[src/rtl/sp_ram_arb_pkg.sv]
// Shared defaults for the single-port RAM front-end and the RAM wrapper behind it.
// Latency: n/a (types, constants and a pure arbitration helper only).
// Backpressure: n/a.
package sp_ram_arb_pkg;

    // Widths and read latency shared with the RAM wrapper so both agree on timing.
    localparam int C_ADDR_W    = 10;
    localparam int C_DATA_W    = 16;
    localparam int C_PIPELINE  = 1;
    localparam int C_RDQ_DEPTH = C_PIPELINE + 1;
    localparam int C_RDQ_AW    = 4;

    // Which requester owns the RAM port this cycle.
    typedef enum logic [1:0] {
        GNT_IDLE = 2'd0,
        GNT_WR   = 2'd1,
        GNT_RD   = 2'd2
    } gnt_e;

    // Single-grant arbitration: a lone eligible side wins; on conflict rr picks
    // (rr=0 favours the write, rr=1 favours the read).
    function automatic gnt_e rr_pick(input logic wr_elig,
                                     input logic rd_elig,
                                     input logic rr);
        gnt_e g;
        g = GNT_IDLE;
        if (wr_elig && (!rd_elig || !rr)) begin
            g = GNT_WR;
        end else if (rd_elig) begin
            g = GNT_RD;
        end
        return g;
    endfunction

endpackage

[src/rtl/s_fflopnx.sv]
// Reset-clearable N-stage flop chain (delay line) of W-bit words.
// Latency: N cycles from d to q.
// Backpressure: none; shifts every cycle.
module s_fflopnx #(
    parameter int W = 1,
    parameter int N = 1
) (
    input  logic         clk,
    input  logic         rst,
    input  logic [W-1:0] d,
    output logic [W-1:0] q
);

    logic [W-1:0] stg [N];

    // Shift the chain every cycle; reset clears every stage at once.
    always_ff @(posedge clk or posedge rst) begin
        if (rst) begin
            for (int i = 0; i < N; i++) begin
                stg[i] <= '0;
            end
        end else begin
            stg[0] <= d;
            for (int i = 1; i < N; i++) begin
                stg[i] <= stg[i-1];
            end
        end
    end

    assign q = stg[N-1];

endmodule

[src/rtl/sp_ram_rspq.sv]
// Register FIFO for read responses, first-word fall-through (head visible while vld).
// Latency: push to vld is 1 cycle; pop takes effect at the clock edge.
// Backpressure: vld held until pop; push while full is dropped (prevented upstream by credits).
module sp_ram_rspq #(
    parameter int W     = 16,
    parameter int DEPTH = 2,
    parameter int AW    = 4
) (
    input  logic         clk,
    input  logic         rst,
    input  logic         push,
    input  logic [W-1:0] push_dat,
    input  logic         pop,
    output logic         vld,
    output logic [W-1:0] dat
);

    localparam logic [AW-1:0] PTR_LAST = AW'(DEPTH - 1);
    localparam logic [AW-1:0] PTR_ONE  = AW'(1);
    localparam logic [AW:0]   CNT_FULL = (AW+1)'(DEPTH);
    localparam logic [AW:0]   CNT_ONE  = (AW+1)'(1);

    // Sized to the full pointer range so any pointer value indexes cleanly.
    logic [W-1:0]  mem [2**AW];
    logic [AW-1:0] wr_ptr;
    logic [AW-1:0] rd_ptr;
    logic [AW:0]   count;
    logic          full;
    logic          push_ok;
    logic          pop_ok;

    assign full    = (count == CNT_FULL);
    assign push_ok = push && (!full || pop);
    assign pop_ok  = pop && (count != '0);
    assign vld     = (count != '0);
    assign dat     = mem[rd_ptr];

    // Storage write; data needs no reset since vld gates its use.
    always_ff @(posedge clk) begin
        if (push_ok) begin
            mem[wr_ptr] <= push_dat;
        end
    end

    // Pointers wrap at DEPTH-1 and the occupancy count tracks push/pop.
    always_ff @(posedge clk or posedge rst) begin
        if (rst) begin
            wr_ptr <= '0;
            rd_ptr <= '0;
            count  <= '0;
        end else begin
            if (push_ok) begin
                wr_ptr <= (wr_ptr == PTR_LAST) ? '0 : wr_ptr + PTR_ONE;
            end
            if (pop_ok) begin
                rd_ptr <= (rd_ptr == PTR_LAST) ? '0 : rd_ptr + PTR_ONE;
            end
            case ({push_ok, pop_ok})
                2'b10:   count <= count + CNT_ONE;
                2'b01:   count <= count - CNT_ONE;
                default: count <= count;
            endcase
        end
    end

endmodule

[src/rtl/sp_ram_arb.sv]
// Write/read request front-end for a single-port RAM with in-order read response queue.
// Latency: grant is combinational; read accept to rsp_vld is G_PIPELINE+1 cycles (empty queue).
// Backpressure: reads are credit-limited to queue space, so rsp_rdy low stalls reads, never drops data.
module sp_ram_arb
    import sp_ram_arb_pkg::*;
#(
    parameter int G_ADDR      = C_ADDR_W,
    parameter int G_WIDTH     = C_DATA_W,
    parameter int G_PIPELINE  = C_PIPELINE,
    parameter int G_RDQ_DEPTH = G_PIPELINE + 1,
    parameter int G_RDQ_AW    = C_RDQ_AW
) (
    input  logic               clk,
    input  logic               rst,
    input  logic               clrrdy,
    input  logic               wr_vld,
    output logic               wr_rdy,
    input  logic [G_ADDR-1:0]  wr_addr,
    input  logic [G_WIDTH-1:0] wr_dat,
    input  logic               rd_vld,
    output logic               rd_rdy,
    input  logic [G_ADDR-1:0]  rd_addr,
    output logic               ram_we,
    output logic [G_ADDR-1:0]  ram_addr,
    output logic [G_WIDTH-1:0] ram_din,
    input  logic [G_WIDTH-1:0] ram_dout,
    output logic               rsp_vld,
    input  logic               rsp_rdy,
    output logic [G_WIDTH-1:0] rsp_dat
);

    localparam logic [G_RDQ_AW:0] CRED_INIT = (G_RDQ_AW+1)'(G_RDQ_DEPTH);
    localparam logic [G_RDQ_AW:0] CRED_ONE  = (G_RDQ_AW+1)'(1);

    logic [G_RDQ_AW:0]  cred;
    logic               rr;
    logic [G_ADDR-1:0]  addr_q;
    logic               wr_elig;
    logic               rd_elig;
    gnt_e               gnt;
    logic               wr_gnt;
    logic               rd_gnt;
    logic               rd_tail;
    logic               rsp_pop;

    // Eligibility and one-grant-per-cycle arbitration.
    always_comb begin
        wr_elig = clrrdy && wr_vld;
        rd_elig = clrrdy && rd_vld && (cred != '0);
        gnt     = rr_pick(wr_elig, rd_elig, rr);
    end

    assign wr_gnt  = (gnt == GNT_WR);
    assign rd_gnt  = (gnt == GNT_RD);
    assign wr_rdy  = wr_gnt;
    assign rd_rdy  = rd_gnt;
    assign rsp_pop = rsp_vld && rsp_rdy;

    // RAM port drive; when idle the address holds so the RAM sees no spurious change.
    always_comb begin
        ram_we   = 1'b0;
        ram_addr = addr_q;
        ram_din  = wr_dat;
        if (wr_gnt) begin
            ram_we   = 1'b1;
            ram_addr = wr_addr;
        end else if (rd_gnt) begin
            ram_addr = rd_addr;
        end
    end

    // Remember the last driven address for idle cycles.
    always_ff @(posedge clk or posedge rst) begin
        if (rst) begin
            addr_q <= '0;
        end else if (wr_gnt || rd_gnt) begin
            addr_q <= ram_addr;
        end
    end

    // Round-robin flag flips only when both sides contend.
    always_ff @(posedge clk or posedge rst) begin
        if (rst) begin
            rr <= 1'b0;
        end else if (wr_elig && rd_elig) begin
            rr <= ~rr;
        end
    end

    // Credits count free queue slots not yet promised to an in-flight read.
    always_ff @(posedge clk or posedge rst) begin
        if (rst) begin
            cred <= CRED_INIT;
        end else begin
            case ({rd_gnt, rsp_pop})
                2'b10:   cred <= cred - CRED_ONE;
                2'b01:   cred <= cred + CRED_ONE;
                default: cred <= cred;
            endcase
        end
    end

    // Marks the cycle in which ram_dout carries each issued read's data.
    s_fflopnx #(
        .W (1),
        .N (G_PIPELINE)
    ) u_rd_pipe (
        .clk (clk),
        .rst (rst),
        .d   (rd_gnt),
        .q   (rd_tail)
    );

    sp_ram_rspq #(
        .W     (G_WIDTH),
        .DEPTH (G_RDQ_DEPTH),
        .AW    (G_RDQ_AW)
    ) u_rspq (
        .clk      (clk),
        .rst      (rst),
        .push     (rd_tail),
        .push_dat (ram_dout),
        .pop      (rsp_pop),
        .vld      (rsp_vld),
        .dat      (rsp_dat)
    );

endmodule

[config.mk]
export PLATFORM = sky130hd
export DESIGN_NAME = sp_ram_arb
export DESIGN_NICKNAME = d
export VERILOG_FILES = /design/src/rtl/sp_ram_arb_pkg.sv /design/src/rtl/s_fflopnx.sv /design/src/rtl/sp_ram_rspq.sv /design/src/rtl/sp_ram_arb.sv
export SDC_FILE = /design/constraint.sdc
export NUM_CORES = 1
export LEC_CHECK = 0
export CAP_MARGIN = 10
export CORE_ASPECT_RATIO = 0.5
export CORE_MARGIN = 8
export CORE_UTILIZATION = 35
export CTS_BUF_LIST = sky130_fd_sc_hd__clkbuf_2 sky130_fd_sc_hd__clkbuf_4 sky130_fd_sc_hd__clkbuf_8
export CTS_CLUSTER_SIZE = 24
export DETAILED_ROUTE_END_ITERATION = 7
export PLACE_DENSITY = 0.63
export SLEW_MARGIN = 20
export SYNTH_ARGS = -nofsm -noshare
export SYNTH_HDL_FRONTEND = slang
export SYNTH_HIERARCHICAL = 1
export SYNTH_SLANG_ARGS = --single-unit
[constraint.sdc]
create_clock -name clk -period 6.4 [get_ports clk]
set_input_delay 0.96 -clock clk [delete_from_list [all_inputs] [get_ports clk]]
set_output_delay 0.96 -clock clk [all_outputs]
set_load 0.01 [all_outputs]
### After elaboration in Yosys (flattened, before gate mapping)

Memories as Yosys holds them, arrays and structs flattened.
Index checks and enable logic that the tools add are counted.

| word-level totals | value |
|---|---|
| output and inout bits | 46 |
| memories | 1 |
| input bits | 58 |
| word-level logic and storage cells | 53 |
| register bits after elaboration | 30 |
| bits in writable memories | 256 |

| cells by class | value |
|---|---|
| equal/unequal tests | 9 |
| reduce and logical (&&, ||, !) cells | 18 |
| $add $sub $neg | 6 |
| bitwise operators | 1 |
| mux-type cells | 11 |

Memories:

| memory | depth | width | rd ports | clocked after Yosys merged registers in | write ports | line | RTL |
|---|---|---|---|---|---|---|---|
| u_rspq.mem | 16 | 16 | 1 | 0 | 1 | sp_ram_rspq.sv:24 | `logic [W-1:0] mem [2**AW];` |

Operator list:

| kind | count |
|---|---|
| 10-bit 2-to-1 mux | 2 |
| 5-bit case mux with 2 select lines | 2 |
| 5-bit by 1-bit adder with 5-bit output, second input constant | 2 |
| 5-bit nonzero test | 2 |
| 5-bit by 1-bit subtractor with 5-bit output, second input constant | 2 |
| 4-bit by 1-bit adder with 4-bit output, second input constant | 2 |
| 4-bit by 1-bit == test with 1-bit output, second input constant | 2 |
| 1-bit logical AND | 8 |
| 4-bit 2-to-1 mux | 2 |
| 2-bit by 1-bit == test with 1-bit output, second input constant | 3 |
| 2-bit == test, second input constant | 3 |
| 5-bit by 2-bit == test with 1-bit output, second input constant | 1 |
| 2-bit 2-to-1 mux | 2 |
| 2-bit nonzero test | 2 |
| 1-bit zero test | 3 |
| 1-bit logical OR | 3 |
| 1-bit 2-to-1 mux | 3 |
| 1-bit inverter | 1 |

### Logic depth before layout (Yosys ltp)

Gate-level depths: netlist of the first run.

| depth | value |
|---|---|
| word-level depth | 9 |
| mapped depth | 13 |
| depth with buffers taken out | 13 |

### Modules after synthesis

Netlist of the first run, hierarchy kept.

Modules (own cells, without submodules):

| module | times used | seq. area each (um^2) | cells each | area an instance (um^2) |
|---|---|---|---|---|
| sp_ram_rspq | 1 | 8012.7 | 521 | 10566.4 |
| sp_ram_arb | 1 | 401.6 | 105 | 1139.8 |
| s_fflopnx | 1 | 25.0 | 2 | 28.8 |

### Worst setup path after synthesis of the first run

No wires, ideal clock.

| path | value |
|---|---|
| kind | input -> register |
| start point | input port rsp_rdy |
| end point | memory u_rspq.mem[0][0], enable pin |
| required time | 5.964 ns |
| setup time | 0.436 ns |
| path buffers | 0 |
| path slack | 2.710 ns |
| arrival time | 3.254 ns |
| stages on the path | 5 |
| cell sequence | and2_1 > nand2b_1 > o21a_2 > clkinv_2 > nor4b_1 |

| between the ends | value |
|---|---|
| cells in the longest elaborated chain, start to end | 5 |

RTL lines:

| item | line | RTL |
|---|---|---|
| from (decl) | sp_ram_arb.sv:28 | `input logic rsp_rdy,` |
| 1-bit logical AND | sp_ram_arb.sv:57 | `assign rsp_pop = rsp_vld && rsp_rdy;` |
| 1-bit logical OR | sp_ram_rspq.sv:33 | `assign push_ok = push && (!full \|\| pop);` |
| 1-bit logical AND | sp_ram_rspq.sv:33 |  |
| 1-bit 2-to-1 mux | sp_ram_rspq.sv:40 | `if (push_ok) begin` |
| 1-bit 2-to-1 mux (not written as such) | sp_ram_rspq.sv:41 | `mem[wr_ptr] <= push_dat;` |
| to (decl) | sp_ram_rspq.sv:24 |  |

Every way passes these cells.

### Worst setup path after layout of the first run

| path | value |
|---|---|
| start point | register u_rspq.rd_ptr[0] |
| end point | output port rsp_dat[2] |

| between the ends | value |
|---|---|
| cells in the longest elaborated chain, start to end | 1 |

RTL lines:

| item | line | RTL |
|---|---|---|
| from (decl) | sp_ram_rspq.sv:26 | `logic [AW-1:0] rd_ptr;` |
| from (signal assigned) | sp_ram_rspq.sv:56 | `rd_ptr <= (rd_ptr == PTR_LAST) ? '0 : rd_ptr + PTR_ONE;` |
| memory 16 x 16 bit | -- |  |
| to (decl) | sp_ram_arb.sv:29 | `output logic [G_WIDTH-1:0] rsp_dat` |

Every way passes these cells.

==> results of run 1 <==
==> placed cells by master (no fill, tap or decap), types with 18 or more instances in the layout <==
| master | netlist | routed |
|---|---|---|
| a221o_1 | 20 | 20 |
| mux2i_1 | 18 | 18 |
| nor2_1 | 31 | 31 |
| edfxtp_1 | 256 | 256 |
| clkdlybuf4s50_1 | 0 | 71 |
| mux4_2 | 48 | 48 |
| dfrtp_1 | 29 | 26 |
| mux2_2 | 33 | 33 |
| clkbuf_8 | 0 | 42 |
| buf_4 | 24 | 22 |
==> power groups by stage <==
stage	registers [W]	clock network (W)	logic [W]
6_report	0.00227	0.00142	0.000976
5_1_grt	0.00229	0.00154	0.00106
3_3_place_gp	0.00231	0	0.000973
4_1_cts	0.00227	0.00147	0.000992
2_1_floorplan	0.00221	0	0.000793
3_5_place_dp	0.00231	0	0.000989
==> metal layers <==
metal / global-route usage / up-vias
met4: 0.0364 / 0
met3: 0.0264 / 32
met1: 0.169 / 3190
li1: - / 2687
met2: 0.199 / 159
met5: 0 / -
==> critical path, stage by stage (launching register included) <==
cell and delay, ns:
dfrtp_4 0.92, buf_4 0.51, mux4_2 0.55, mux2i_1 0.20, o22ai_1 0.16, clkdlybuf4s50_1 0.53
==> per-stage QoR <==
step	area [um^2]	power [W]	hold slack [ns]
after global placement	12900	0.00328	0.462
after CTS	13700	0.00473	0.476
after detailed placement	12900	0.00330	0.466
final	13700	0.00466	0.471
after floorplan	11700	0.00301	0.447
after global routing	13700	0.00490	0.510
==> state kept, by name, indices dropped and copies added, names as in the netlist <==
signal / cells
u_rspq/rd_ptr: 4
u_rspq/count: 5
u_rspq/mem: 256
u_rd_pipe/q: 1
addr_q: 10
cred: 5
rr: 1
u_rspq/wr_ptr: 4
==> cells by family (layout without fill, tap and decap cells) <==
group | after synthesis | after routing | synth area share
AO/OA/AOI/OAI | 76 | 76 | 0.0518
XOR/XNOR | 13 | 13 | 0.00970
adder cells (fa/ha/maj) | 10 | 10 | 0.0119
buffers and inverters | 61 | 174 | 0.0292
flip-flops | 286 | 286 | 0.719
multiplexers | 100 | 100 | 0.140
other | 0 | 1 | 0
AND/OR/NAND/NOR | 82 | 82 | 0.0381
==> cell type report <==
type	count	area share
clock inverter	13	0.00658
antenna	1	0.000183
clock buffer	59	0.0515
multi-input combinational	281	0.218
timing repair buffer	93	0.0639
tap	441	0.0403
inverter	9	0.00256
sequential	286	0.616
==> cells in the mapped netlist, types with 2 or more instances <==
cell type / n
nor2b_1: 2
ha_1: 8
buf_2: 12
nand2b_1: 5
o221ai_1: 16
buf_4: 24
edfxtp_1: 256
a221o_1: 20
xor2_1: 6
nand2_1: 10
a21oi_1: 4
o21a_1: 4
mux2_2: 33
mux4_2: 48
fa_1: 2
o22ai_1: 16
xnor2_1: 7
o21ai_0: 6
clkbuf_1: 14
nor2_1: 31
and2_4: 8
and2_2: 2
a21o_1: 2
nand3b_1: 2
nor3_1: 7
mux2i_1: 18
nand3_1: 3
dfrtp_1: 29
inv_1: 8
nor4_1: 3
==> worst paths after layout <==
kind	startpoint	cells after the start	endpoint
setup / recovery	u_rspq/rd_ptr[0]	5	rsp_dat[2]
hold / removal	cred[4]	1	cred[4]
setup reg to reg	u_rspq/count[0]	13	u_rspq/count[4]
hold reg to reg	cred[4]	1	cred[4]
max in group asynchronous	rst	2	addr_q[8]
min in group asynchronous	rst	2	u_rd_pipe/q
==> flow_summary_export.csv, run 1 <==
group,metric,value,unit
timing,fin_setup_tns,0,ns
finish,areaGrowthSynthToFinish,16.7,%
global_route,grt_pass1_vias,6532,
route,drt_iter0_drc,352,
power_and_ir_drop,power_density,340,nW/um^2
floorplanning,initial_core_util,0.355,
route,wl_met3,1230,um
floorplanning,rows,47,
clock_tree,clock_latency,0.55,ns
floorplanning,die-area,40000,um^2
synth,postSynthCellCount,628,
global_route,antenna_found_initial,1,
timing,worst_slack,1.99,ns
floorplanning,core_region_area,33000,um^2
timing,rsz0062_at_grt,"false",
synth,async_flop_share,0.105,
clock_tree,clk_pin_slew,0.07,ns
synth,netlist_top_cells_area,"edfxtp_1 66%, mux4_2 9.2%, dfrtp_1 6.2%, mux2_2 3.2%, a221o_1 1.7%",
clock_tree,cts.path.max_buffers,3,
clock_tree,root_buffer,"clkbuf_8",
setup_path,rrSetupSlack,2.76,ns
synth,ys.flop_type,"edfxtp_1",
synth,synth_cell_types,52,
power_and_ir_drop,switching_share,0.261,
clock_tree,cts_resized,0,
synth,synth_edf_count,256,
synth,yosys_warnings,6,
synth,avgSynthCellArea,18.7,um^2
run,drv_cap,0,
worst_hold_path,min-delay-path-class,"register to register",
place,numPortBuffers,71,
place,pre_cts_slack,2.12,ns
route,wl_met1,11300,um
finish,drive_above_1_share,0.266,
route,drc,0,
setup_path,path_class,"register to primary output",
floorplanning,io_pins,104,
route,met2_length,11800,um
synth,syn_nets,696,
synth,synth_seq_cells,286,
synth,ys_seq_area_frac,0.719,
setup_path,required,5.44,ns
setup_path,start_kind,"register",
synth,yosysTopAreaCellShare,0.655,
global_route,grt_usage,0.124,
route,first_pass_iters,4,
power_and_ir_drop,p_seq_frac,0.486,
global_route,grt_max_degree,42,
finish,multi_input_area,2990,um^2
setup_path,crit_fanout,41,
power_and_ir_drop,p_sw,0.00122,W
route,ant_nets,0,
power_and_ir_drop,clkPwrFrac,0.304,
finish,regArea,8450,um^2
setup_path,cp-end-kind,"primary output",
timing,maxSlewViolCount,0,
clock_tree,postCtsHoldBufs,0,
route,avgRoutedWirePerCell,20.9,um
clock_tree,post-cts-setup-buffer-count,0,
route,routed_wl,24700,um
outcome,status,"finished clean",
timing,skew,0.0185,ns
power_and_ir_drop,p_leak,4.43,nW
setup_path,arrival,3.45,ns
clock_tree,clkSinkCount,286,
timing,period_share,0.689,
synth,syn-cell-area,11700,um^2
power_and_ir_drop,power.internal,0.00344,W
timing,finalHoldViolCount,0,
timing,worst-slew-pin-transition,1.05,ns
global_route,overflow,0,
place,gp_congestion,0.724,
place,post-dp-hpwl,14700,um
power_and_ir_drop,power_frac_comb,0.209,
clock_tree,cts_tree,"done",
finish,num-nets-final,781,
power_and_ir_drop,ir_drop,0.150,mV
clock_tree,cts_made_buffers,42,
finish,fillCellCount,2933,
floorplanning,fp.dieW,275,um
finish,postLayoutCoreUtil,0.415,
place,dp_cells,1110,
route,avgViaCountPerCell,5.13,
route,maxUsedRoutingLayer,"met4",
timing,fin_crit,4.41,ns
timing,finalSetupViolations,0,
timing,fmax,0.227,GHz
global_route,grt_pass1_wl,38400,um
floorplanning,die_h,145,um
finish,instances_no_fill,1183,
synth,synth.largest_area_cell,"edfxtp_1",
clock_tree,h-tree-depth,2,
timing,slew-limit-headroom,0.296,
route,vias,6068,
Note: power is estimated with default switching activity, not from simulation.
==> run 2, diff against run 1 <==
==> constraint.sdc (replaced) <==
create_clock -name clk -period 4.1 [get_ports clk]
set_input_delay 0.615 -clock clk [delete_from_list [all_inputs] [get_ports clk]]
set_output_delay 0.615 -clock clk [all_outputs]
set_load 0.01 [all_outputs]
==> run 2 against run 1 <==
Net effect: critical path depth unchanged; sequential power increased by 53%; non-clock buffer count increased by 12; count of clock-buffer cells in the layout increased by 6; die area unchanged; flip-flop and latch count unchanged; hold slack got worse by 0.18 ns; setup slack got worse by 1.5 ns; clock skew increased by 0.00078 ns; sequential share of layout area decreased by 0.63 points; wire length decreased by 0.53%; largest cell class unchanged; highest routed layer unchanged.
==> flow_summary_export.csv, run 2 (synthesis results as in run 1) <==
group,metric,value,unit
power_and_ir_drop,p_leak,4.51,nW
power_and_ir_drop,power_frac_comb,0.224,
place,numPortBuffers,71,
power_and_ir_drop,p_seq_frac,0.470,
setup_path,start_kind,"register",
setup_path,path_class,"register to primary output",
timing,finalHoldViolCount,0,
global_route,met3_usage,0.0281,
timing,fin_setup_tns,0,ns
route,vias,6061,
route,avgViaCountPerCell,5.07,
worst_hold_path,min-delay-path-class,"input port to async pin",
place,pre_cts_slack,0.586,ns
clock_tree,cts.path.max_buffers,3,
timing,worst-slew-pin-transition,0.680,ns
floorplanning,core_region_area,33000,um^2
floorplanning,fp.dieW,275,um
clock_tree,post-cts-setup-buffer-count,0,
setup_path,arrival,3.03,ns
route,routed_wl,24600,um
outcome,status,"finished clean",
timing,fmax,0.275,GHz
timing,rsz0062_at_grt,"false",
floorplanning,io_pins,104,
place,gp_congestion,0.755,
timing,period_share,0.888,
finish,layout_commonest_cell,"edfxtp_1",
finish,reg_top3,"u_rspq/mem x256, addr_q x10",
clock_tree,clock_latency,0.56,ns
setup_path,required,3.48,ns
finish,num-nets-final,795,
floorplanning,rows,47,
route,first_pass_iters,4,
global_route,antenna_found_initial,0,
global_route,gr-max-usage-layer,"met2",
timing,slew-limit-headroom,0.546,
power_and_ir_drop,ir_drop,0.217,mV
clock_tree,cts_made_buffers,44,
setup_path,crit_path_start,"u_rspq/rd_ptr[1]",
setup_path,crit_fanout,27,
global_route,overflow,0,
timing,skew,0.0192,ns
run,drv_cap,0,
global_route,grt_max_degree,44,
floorplanning,die_h,145,um
setup_path,r2r_start,"u_rspq/count[0]",
clock_tree,postCtsHoldBufs,0,
timing,finalSetupViolations,0,
power_and_ir_drop,p_sw,0.00193,W
power_and_ir_drop,power_density,532,nW/um^2
clock_tree,cts_tree,"done",
finish,largest_reg_flops,256,
finish,num_antenna_cells,0,
global_route,grt_pass1_wl,38100,um
route,ant_nets,0,
timing,maxSlewViolCount,0,
clock_tree,clk_pin_slew,0.06,ns
finish,top_register,"u_rspq/mem",
power_and_ir_drop,power.internal,0.00544,W
route,drc,0,
global_route,grt_pass1_vias,6495,
clock_tree,root_buffer,"clkbuf_8",
finish,areaGrowthSynthToFinish,17.9,%
clock_tree,h-tree-depth,2,
route,avgRoutedWirePerCell,20.6,um
route,drt_iter0_drc,428,
global_route,grt_usage,0.123,
setup_path,cp-end-kind,"primary output",
timing,fin_crit,3.64,ns
place,post-dp-hpwl,15100,um
power_and_ir_drop,switching_share,0.262,
place,dp_cells,1122,
floorplanning,die-area,40000,um^2
finish,drive_above_1_share,0.282,
timing,worst_slack,0.458,ns
finish,instances_no_fill,1196,
finish,layout_common_cells,"256 x edfxtp_1, 71 x clkdlybuf4s50_1, 48 x mux4_2, 45 x clkbuf_8, 33 x mux2_2",
clock_tree,clkSinkCount,286,
global_route,met1_usage,0.166,
timing,hold_ws,0.287,ns
floorplanning,initial_core_util,0.355,
power_and_ir_drop,clkPwrFrac,0.306,
clock_tree,cts_resized,0,
global_route,met2_usage,0.198,
==> run 2: path summary, 6_finish.rpt <==
path                       slack, ns          endpoint  cells after the start
max in group asynchronous       3.17  u_rspq/rd_ptr[0]                      2
min reg2reg                     0.50           cred[4]                      1
max reg2reg                     0.56   u_rspq/count[4]                     13
max                             0.46        rsp_dat[5]                      5
min in group clk                0.50           cred[4]                      1
min                             0.29       u_rd_pipe/q                      2
==> run 2: cell type report <==
class / instances / area, um^2
fill: 2910 / 19200
sequential: 286 / 8450
multi-input combinational: 281 / 2990
timing repair buffer: 105 / 991
clock buffer: 65 / 769
tap: 441 / 552
clock inverter: 9 / 55.1
inverter: 9 / 35.0
==> run 2: per-stage QoR <==
stage	total power (W)	area, um^2	util
6_report	0.00737	13800	0.419
3_3_place_gp	0.00517	13000	0.394
2_1_floorplan	0.00469	11700	-
5_1_grt	0.00772	13800	0.419
3_5_place_dp	0.00520	13000	0.394
4_1_cts	0.00748	13800	0.419
==> run 2: power groups by stage <==
stage          sequential, W  combinational [W]  clock, W
6_report             0.00347            0.00165   0.00225
5_1_grt              0.00349            0.00179   0.00244
3_5_place_dp         0.00352            0.00168         0
4_1_cts              0.00347            0.00169   0.00232
2_1_floorplan        0.00345            0.00124         0
3_3_place_gp         0.00352            0.00166         0
==> run 2: critical path, stage by stage, from the launching register on <==
cell and delay (ns):
dfrtp_2 0.70, buf_4 0.50, mux4_2 0.28, nor2_1 0.04, o22ai_1 0.30, clkdlybuf4s50_1 0.61
==> run 2: routing by layer <==
layer / vias up / wire [um]
li1: 2727 / -
met1: 3147 / 11100
met2: 156 / 11800
met3: 31 / 1350
met4: 0 / 380
met5: - / 0
==> run 3, diff against run 2 <==
--- a/config.mk
+++ b/config.mk
@@ -13,7 +13,7 @@
 export CTS_CLUSTER_SIZE = 24
 export DETAILED_ROUTE_END_ITERATION = 7
 export PLACE_DENSITY = 0.63
-export SLEW_MARGIN = 20
+export RECOVER_POWER = 25
 export SYNTH_ARGS = -nofsm -noshare
 export SYNTH_HDL_FRONTEND = slang
 export SYNTH_HIERARCHICAL = 1
==> constraint.sdc (replaced) <==
create_clock -name clk -period 4.1 [get_ports clk]
set_input_delay 0.82 -clock clk [delete_from_list [all_inputs] [get_ports clk]]
set_output_delay 0.82 -clock clk [all_outputs]
set_load 0.01 [all_outputs]
==> run 3 against run 2 <==
Net effect: sequential share of layout area fell by 0.31 points; setup slack got worse by 0.27 ns; final area rose by 0.51%; largest cell class unchanged.
==> flow_summary_export.csv, run 3 (synthesis results as in run 1) <==
group,metric,value,unit
floorplanning,fp.dieW,275,um
setup_path,cp_top_family,"buffers and inverters",
timing,rsz0062_at_grt,"false",
clock_tree,clock_latency,0.57,ns
finish,drive_above_1_share,0.280,
finish,instances_no_fill,1203,
floorplanning,io_pins,104,
finish,num-nets-final,797,
timing,skew,0.0393,ns
finish,layout_commonest_cell,"edfxtp_1",
finish,top_register,"u_rspq/mem",
setup_path,critPathSlowestCell,"dfrtp_2",
power_and_ir_drop,clkPwrFrac,0.313,
floorplanning,core_region_area,33000,um^2
setup_path,required,3.28,ns
power_and_ir_drop,power.internal,0.00549,W
clock_tree,clk_pin_slew,0.06,ns
timing,period_share,0.954,
outcome,status,"finished clean",
timing,finalSetupViolations,0,
floorplanning,die-area,40000,um^2
setup_path,worst_path_largest_cell_delay,0.76,ns
route,avgRoutedWirePerCell,21.0,um
finish,fillCellCount,2910,
setup_path,crit_fanout,23,
place,post-dp-hpwl,15700,um
floorplanning,rows,47,
setup_path,path_class,"register to primary output",
clock_tree,postCtsHoldBufs,0,
clock_tree,cts.path.max_buffers,3,
timing,fin_setup_tns,0,ns
route,avgViaCountPerCell,5.05,
power_and_ir_drop,p_leak,4.54,nW
run,drv_cap,0,
global_route,antenna_found_initial,0,
clock_tree,cts_made_buffers,44,
global_route,overflow,0,
power_and_ir_drop,power_frac_comb,0.223,
timing,fmax,0.256,GHz
setup_path,worstPathCellList,"buf_4 > mux4_2 > mux2i_1 > o22ai_1 > clkdlybuf4s50_1",
route,drc,0,
finish,areaGrowthSynthToFinish,18.5,%
power_and_ir_drop,power.total,0.00750,W
timing,fin_crit,3.91,ns
global_route,grt_usage,0.126,
power_and_ir_drop,switching_share,0.267,
timing,hold_ws,0.479,ns
place,gp_congestion,0.731,
place,dp_cells,1123,
finish,reg_top3,"u_rspq/mem x256, addr_q x10",
setup_path,cp-end-kind,"primary output",
clock_tree,h-tree-depth,2,
global_route,grt_pass1_vias,6553,
setup_path,cp_num_buf_inv,2,
timing,worst-slew-pin-transition,1.10,ns
setup_path,arrival,3.09,ns
power_and_ir_drop,power_density,539,nW/um^2
finish,layout_common_cells,"256 x edfxtp_1, 61 x clkdlybuf4s50_1, 48 x mux4_2, 46 x clkbuf_8",
route,drt_iter0_drc,424,
timing,finalHoldViolCount,0,
setup_path,start_kind,"register",
worst_hold_path,min-delay-path-class,"register to register",
floorplanning,die_h,145,um
timing,slew-limit-headroom,0.264,
clock_tree,root_buffer,"clkbuf_8",
clock_tree,cts_tree,"done",
power_and_ir_drop,p_seq_frac,0.464,
route,first_pass_iters,5,
route,vias,6070,
finish,num_antenna_cells,0,
finish,largest_reg_flops,256,
global_route,grt_max_degree,32,
power_and_ir_drop,p_sw,0.00201,W
timing,maxSlewViolCount,0,
floorplanning,initial_core_util,0.355,
route,ant_nets,0,
route,routed_wl,25300,um
clock_tree,clkSinkCount,286,
place,numPortBuffers,71,
global_route,grt_pass1_wl,38800,um
power_and_ir_drop,ir_drop,0.238,mV
==> run 3: cell count changes in the layout (fill, tap and decap cells not counted), sizes merged <==
cell	before	now
clkdlybuf4s50	71	61
clkbuf	65	52
dlygate4sd3	0	10
buf	34	36
clkinv	8	24
bufinv	0	2
==> run 3: metal layers <==
layer | global-route usage | vias up | wire length (um)
li1 | - | 2739 | -
met1 | 0.166 | 3144 | 11100
met2 | 0.208 | 154 | 12500
met3 | 0.0272 | 33 | 1330
met4 | 0.0338 | 0 | 335
met5 | 0 | - | 0
==> run 3: cell type report <==
class / instances / area [um^2] / area share
Sequential cell: 286 / 8450 / 0.607
Multi-Input combinational cell: 281 / 2980 / 0.215
Timing Repair Buffer: 107 / 1030 / 0.0738
Clock buffer: 52 / 678 / 0.0487
Tap cell: 441 / 552 / 0.0397
Clock inverter: 27 / 190 / 0.0137
Inverter: 9 / 35.0 / 0.00252
==> run 3: per-stage QoR <==
step	utilization	worst slack, ns	instance area [um^2]
after floorplan	-	0.550	11700
final	0.421	0.188	13900
after global routing	0.421	0.0443	13900
after detailed placement	0.394	0.364	13000
after CTS	0.420	0.0405	13900
after global placement	0.394	0.404	13000
==> run 3: what timing repair did <==
| action | CTS | global route |
|---|---|---|
| buffers inserted | 0 | 1 |
| endpoints found under the setup margin | 0 | 3 |
| resized for setup | 0 | 1 |
==> run 3: path summary, 6_finish.rpt <==
check | slack, ns | depth (start not counted) | start | end
setup / recovery | 0.19 | 5 | u_rspq/rd_ptr[2] | rsp_dat[3]
max in group asynchronous | 2.84 | 2 | rst | addr_q[6]
min in group asynchronous | 0.58 | 2 | rst | u_rd_pipe/q
hold reg to reg | 0.48 | 1 | cred[4] | cred[4]
hold / removal | 0.48 | 1 | cred[4] | cred[4]
setup reg to reg | 0.50 | 13 | u_rspq/count[0] | u_rspq/count[4]
==> run 3: power by group through the flow <==
| stage | clock network (W) | logic, W | registers [W] |
|---|---|---|---|
| detailed placement | 0 | 0.00163 | 0.00357 |
| global placement | 0 | 0.00160 | 0.00357 |
| finish | 0.00235 | 0.00167 | 0.00348 |
| floorplan | 0 | 0.00124 | 0.00345 |
| CTS | 0.00242 | 0.00164 | 0.00352 |
| global route | 0.00256 | 0.00182 | 0.00351 |
==> variant 1, RTL diff (settings of run 3) <==
Set the package constant `C_DATA_W` to 32 (it was 16).
--- a/src/rtl/sp_ram_arb_pkg.sv
+++ b/src/rtl/sp_ram_arb_pkg.sv
@@ -5,7 +5,7 @@
 
     // Widths and read latency shared with the RAM wrapper so both agree on timing.
     localparam int C_ADDR_W    = 10;
-    localparam int C_DATA_W    = 16;
+    localparam int C_DATA_W    = 32;
     localparam int C_PIPELINE  = 1;
     localparam int C_RDQ_DEPTH = C_PIPELINE + 1;
     localparam int C_RDQ_AW    = 4;
Ports: changed (resized ram_din, ram_dout, rsp_dat and wr_dat); port bits go from 104 to 168. The function was not compared with the original's and may differ.
==> variant 1 against run 3 <==
  * Design area grew 84%
  * Synthesized area grew 85%
  * Die area grew 77%
  * Sequential cell count grew 256
  * First-iteration DRC count grew 74%
  * Worst setup slack lost 11 ps
  * Routed wire length grew 91%
  * Total power grew 79%
  * Clock power grew 78%
  * Sequential power grew 84%
  * Count of clock-buffer cells in the layout grew 60
  * Core utilization shrank 0.36 points
  * Critical path type unchanged
==> variant 1: results (changes against run 3) <==
\begin{tabular}{lr}
\hline
Metric & Value \\
\hline
\multicolumn{2}{l}{\textbf{Clock network}} \\
Cts bufs inserted & 81 (+84\%) \\
Number of instances resized during post-cts repair & 1 (+1) \\
Level count of the clock H-tree & 3 (+1) \\
\multicolumn{2}{l}{\textbf{Power}} \\
Standby leakage power & 8.281 nW (+82\%) \\
Power attributed to the clock group & 0.00418 W (+78\%) \\
Comb group & 0.00286 W (+71\%) \\
Peak supply drop & 0.0002687 V (+13\%) \\
\multicolumn{2}{l}{\textbf{Drt}} \\
Routed length per instance & 22.16 um (+5.3\%) \\
Amount of wire on met3 after detailed routing & 2.380 mm (+78\%) \\
Routed metal-1 wire length & 21.00 mm (+89\%) \\
Routed length on met2 & 23.87 mm (+91\%) \\
\multicolumn{2}{l}{\textbf{Synthesis}} \\
Mux contribution to synthesized area & 14.10\% (+0.087 points) \\
Number of enable-type register cells in the synthesized netlist & 512 (+100\%) \\
Parity-gate share of the synthesized area counting xor and xnor cells & 0.4831\% (-0.49 points) \\
Leading cell types by count after synthesis & sky130\_fd\_sc\_hd\_\_edfxtp\_1, sky130\_fd\_sc\_hd\_\_nand2\_1, sky130\_fd\_sc\_hd\_\_mux4\_2 \\
Complex-gate fraction of the synthesized area & 3.905\% (-1.3 points) \\
Avg Synthesized Cell Area & 18.93 um2 (+1.3\%) \\
\multicolumn{2}{l}{\textbf{Worst setup path}} \\
Critical Path Sink & rsp\_dat[6] \\
Register-to-Register Setup Slack & 460 ps (-40 ps) \\
Largest stage delay, worst path & 890 ps (+130 ps) \\
\multicolumn{2}{l}{\textbf{Place}} \\
Final HPWL DP & 26.87 mm (+72\%) \\
Buffers on Ports & 103 (+45\%) \\
Pre-CTS setup slack & 119.4 ps (-244.9 ps) \\
\multicolumn{2}{l}{\textbf{Final layout}} \\
Registers with the most flip-flops & u\_rspq/mem (512), addr\_q (10) \\
Nets@finish & 1390 (+74\%) \\
\multicolumn{2}{l}{\textbf{Status}} \\
Run status & completed \\
\multicolumn{2}{l}{\textbf{Global routing}} \\
Global-route usage over all layers & 13.42\% (+0.84 points) \\
Maximum number of pins on one net before global-route repair & 50 (+56\%) \\
Met3 routing resource usage after global routing & 2.245\% (-0.48 points) \\
First-pass GRT wire length & 73.08 mm (+88\%) \\
\multicolumn{2}{l}{\textbf{STA}} \\
Final setup skew & 34.69 ps (-4.595 ps) \\
Relative slew slack & 41.32\% (+15 points) \\
Post-layout worst setup margin & 177.4 ps (-10.66 ps) \\
\hline
\end{tabular}
variant 1: changes by cell type after synthesis, moves of 13 or more:
cell	change
sky130_fd_sc_hd__edfxtp_1	+256
sky130_fd_sc_hd__nand2_1	+77
sky130_fd_sc_hd__mux2i_1	+42
sky130_fd_sc_hd__mux4_2	+35
sky130_fd_sc_hd__a31oi_1	+32
sky130_fd_sc_hd__mux2_2	+20
sky130_fd_sc_hd__buf_4	+17
sky130_fd_sc_hd__clkbuf_1	+16
sky130_fd_sc_hd__o221ai_1	+16
sky130_fd_sc_hd__o22ai_1	-16
sky130_fd_sc_hd__nor2_1	-15
sky130_fd_sc_hd__nand2b_1	+13
sky130_fd_sc_hd__nand4_1	+13
variant 1: layout make-up:
type / count / area [um2]
repair buffers: 157 / 1687
clock buffers: 112 / 1354
inverters: 10 / 37.54
flip-flops and latches: 542 / 16140
clock inverters: 33 / 183.9
multi-input cells: 498 / 5131
fillers: 5314 / 35690
well taps: 825 / 1032
==> variant 2, RTL diff (config.mk and constraints of run 3) <==
Without the edit above. Make the reset (`rst`) synchronous in 5 clocked blocks.
--- a/src/rtl/s_fflopnx.sv
+++ b/src/rtl/s_fflopnx.sv
@@ -14,7 +14,7 @@
     logic [W-1:0] stg [N];
 
     // Shift the chain every cycle; reset clears every stage at once.
-    always_ff @(posedge clk or posedge rst) begin
+    always_ff @(posedge clk) begin
         if (rst) begin
             for (int i = 0; i < N; i++) begin
                 stg[i] <= '0;
--- a/src/rtl/sp_ram_rspq.sv
+++ b/src/rtl/sp_ram_rspq.sv
@@ -43,7 +43,7 @@
     end
 
     // Pointers wrap at DEPTH-1 and the occupancy count tracks push/pop.
-    always_ff @(posedge clk or posedge rst) begin
+    always_ff @(posedge clk) begin
         if (rst) begin
             wr_ptr <= '0;
             rd_ptr <= '0;
--- a/src/rtl/sp_ram_arb.sv
+++ b/src/rtl/sp_ram_arb.sv
@@ -70,7 +70,7 @@
     end
 
     // Remember the last driven address for idle cycles.
-    always_ff @(posedge clk or posedge rst) begin
+    always_ff @(posedge clk) begin
         if (rst) begin
             addr_q <= '0;
         end else if (wr_gnt || rd_gnt) begin
@@ -79,7 +79,7 @@
     end
 
     // Round-robin flag flips only when both sides contend.
-    always_ff @(posedge clk or posedge rst) begin
+    always_ff @(posedge clk) begin
         if (rst) begin
             rr <= 1'b0;
         end else if (wr_elig && rd_elig) begin
@@ -88,7 +88,7 @@
     end
 
     // Credits count free queue slots not yet promised to an in-flight read.
-    always_ff @(posedge clk or posedge rst) begin
+    always_ff @(posedge clk) begin
         if (rst) begin
             cred <= CRED_INIT;
         end else begin
Check against the original RTL: differs if rst is asserted again (counterexample within 4 cycles, from zero or initial values and one cycle with rst high); with rst held inactive, the same outputs for 10 cycles.
==> variant 2 against run 3 <==
  * Register-to-register slack worse by 150 ps
  * Routed wire length is 2.7% higher
  * Worst setup slack better by 150 ps
  * Critical path depth is 2 higher
  * Final cell count is 1.9% higher
  * Sequential cell count is 4 higher
  * Via count is 5.4% higher
  * Design area is 0.77% higher
  * Synthesized area is 1.0% higher
  * Global-route usage is 0.097 points higher
  * Clock skew is 12 ps lower
Power is not compared: it rests on default switching activity, and its combinational part moved more than twofold at a synthesized area within 25%.
==> variant 2: results (changes against run 3) <==
\begin{tabular}{lr}
\hline
Metric & Value \\
\hline
\multicolumn{2}{l}{\textbf{Worst setup path}} \\
Largest stage delay, worst path & 550 ps (-210 ps) \\
Cell family with most CP delay & buffers and inverters \\
Critical Path Fanout Max & 12 (-48\%) \\
Slowest cell on the critical path & sky130\_fd\_sc\_hd\_\_clkdlybuf4s50\_1 \\
\multicolumn{2}{l}{\textbf{Drt}} \\
Vias per Instance & 5.217 (+3.4\%) \\
Router iterations before antenna repair & 4 (-1) \\
Initial drt markers & 503 (+19\%) \\
Sum of routed wire length over all layers & 25.99 mm (+2.7\%) \\
\multicolumn{2}{l}{\textbf{Synthesis}} \\
Proportion of synthesized chip area in sequential cells & 70.59\% (-1.3 points) \\
Post-synthesis net count & 722 (+3.7\%) \\
Top post-synthesis cells by area & sky130\_fd\_sc\_hd\_\_edfxtp\_1, sky130\_fd\_sc\_hd\_\_mux4\_2, sky130\_fd\_sc\_hd\_\_dfxtp\_1, sky130\_fd\_sc\_hd\_\_a22oi\_1, sky130\_fd\_sc\_hd\_\_nor2\_1 \\
Unique cell type count in the Yosys netlist & 67 (+29\%) \\
Async set or reset register ratio after synthesis & 0\% (-10 points) \\
Avg Synthesized Cell Area & 18.10 um2 (-3.2\%) \\
Leading cell types by count after synthesis & sky130\_fd\_sc\_hd\_\_edfxtp\_1, sky130\_fd\_sc\_hd\_\_mux4\_2, sky130\_fd\_sc\_hd\_\_nor2\_1 \\
\multicolumn{2}{l}{\textbf{Clock network}} \\
Post-CTS setup buffer count & 0 (unchanged) \\
Cts bufs inserted & 43 (-2.3\%) \\
\multicolumn{2}{l}{\textbf{STA}} \\
Relative slew slack & 44.15\% (+18 points) \\
Final setup skew & 27.58 ps (-11.71 ps) \\
\multicolumn{2}{l}{\textbf{Global routing}} \\
First-pass GRT wire length & 39.96 mm (+3.0\%) \\
Initial antenna violation count & 3 (+3) \\
Maximum number of pins on one net before global-route repair & 65 (+100\%) \\
Number of global-route vias before repair & 6815 (+4.0\%) \\
Global-route usage over all layers & 12.68\% (+0.097 points) \\
\multicolumn{2}{l}{\textbf{Final layout}} \\
Number of inserted filler cells in the final layout & 2918 (+0.27\%) \\
Fraction of final layout cells sized beyond drive strength 1 & 27.42\% (-0.53 points) \\
\multicolumn{2}{l}{\textbf{Place}} \\
Final HPWL DP & 15.22 mm (-2.8\%) \\
Pre-CTS setup slack & 266.0 ps (-98.30 ps) \\
RePlAce Congestion & 0.7218 (-1.2\%) \\
\multicolumn{2}{l}{\textbf{Status}} \\
Run status & completed \\
\hline
\end{tabular}
-- variant 2: what timing repair did --
| action | CTS | global route |
|---|---|---|
| setup endpoints to repair | 0 | 1 |
| hold buffers | 0 | 0 |
| resized for setup | 0 | 1 |
-- variant 2: cell families (layout without fill, tap and decap cells) --
| group | after synthesis | after routing | share of synthesized area [%] |
|---|---|---|---|
| flip-flops | 290 | 290 | 70.59 |
| AND/OR/NAND/NOR | 122 | 122 | 5.573 |
| AO/OA/AOI/OAI | 89 | 89 | 6.650 |
| buffers and inverters | 68 | 197 | 3.008 |
| multiplexers | 67 | 67 | 12.42 |
| XOR/XNOR | 10 | 10 | 0.7389 |
| adder cells (fa/ha/maj) | 9 | 9 | 1.013 |
| other | 0 | 1 | 0 |
-- variant 2: metrics by stage --
step / cell area (um2) / instances / power, W
after global placement: 13170 / 1148 / 0.003540
after CTS: 14010 / 1225 / 0.005895
after global routing: 14020 / 1226 / 0.006042
after floorplan: 11850 / 655 / 0.003430
final: 14020 / 1226 / 0.005821
after detailed placement: 13170 / 1148 / 0.003547
-- variant 2: final cells by class --
class / instances / area (um2) / area share (%)
Sequential cell: 290 / 8373 / 59.73
Multi-Input combinational cell: 297 / 3194 / 22.79
Timing Repair Buffer: 103 / 988.4 / 7.051
Clock buffer: 58 / 704.4 / 5.025
Tap cell: 441 / 551.8 / 3.936
Clock inverter: 19 / 140.1 / 0.9996
Inverter: 17 / 63.81 / 0.4552
Antenna cell: 1 / 2.502 / 0.01785
-- variant 2: layer usage --
layer | GRT usage (%) | share of wire, % | up-vias
li1 | - | - | 2826
met1 | 16.67 | 44 | 3320
met2 | 20.66 | 48 | 200
met3 | 3.133 | 6.4 | 50
met4 | 3.883 | 2.1 | 0
met5 | 0 | 0 | -
-- variant 2: final timing paths --
kind / start / to / slack [ps] / cells after the start
max: wr_vld / ram_addr[3] / 340 / 7
min: u_rspq/wr_ptr[3] / u_rspq/wr_ptr[3] / 520 / 2
max reg2reg: u_rspq/count[2] / u_rspq/count[2] / 350 / 12
min reg2reg: u_rspq/wr_ptr[3] / u_rspq/wr_ptr[3] / 520 / 2
-- variant 2: power by group --
part	leakage [nW]	internal (W)	switching, W	total, W
Clock	0.451	0.00125	0.00109	0.00234
Combinational	1.43	0.000115	0.000121	0.000236
Sequential	2.58	0.00323	0.0000163	0.00324
-- variant 2: worst register-to-register path, delay by kind of cell (launching register included) --
| family | cells | cell delay (ps) |
|---|---|---|
| compound gates | 3 | 430 |
| xor+xnor | 2 | 350 |
| fa+ha+maj | 2 | 540 |
| simple gates | 5 | 1980 |
| flops | 1 | 380 |
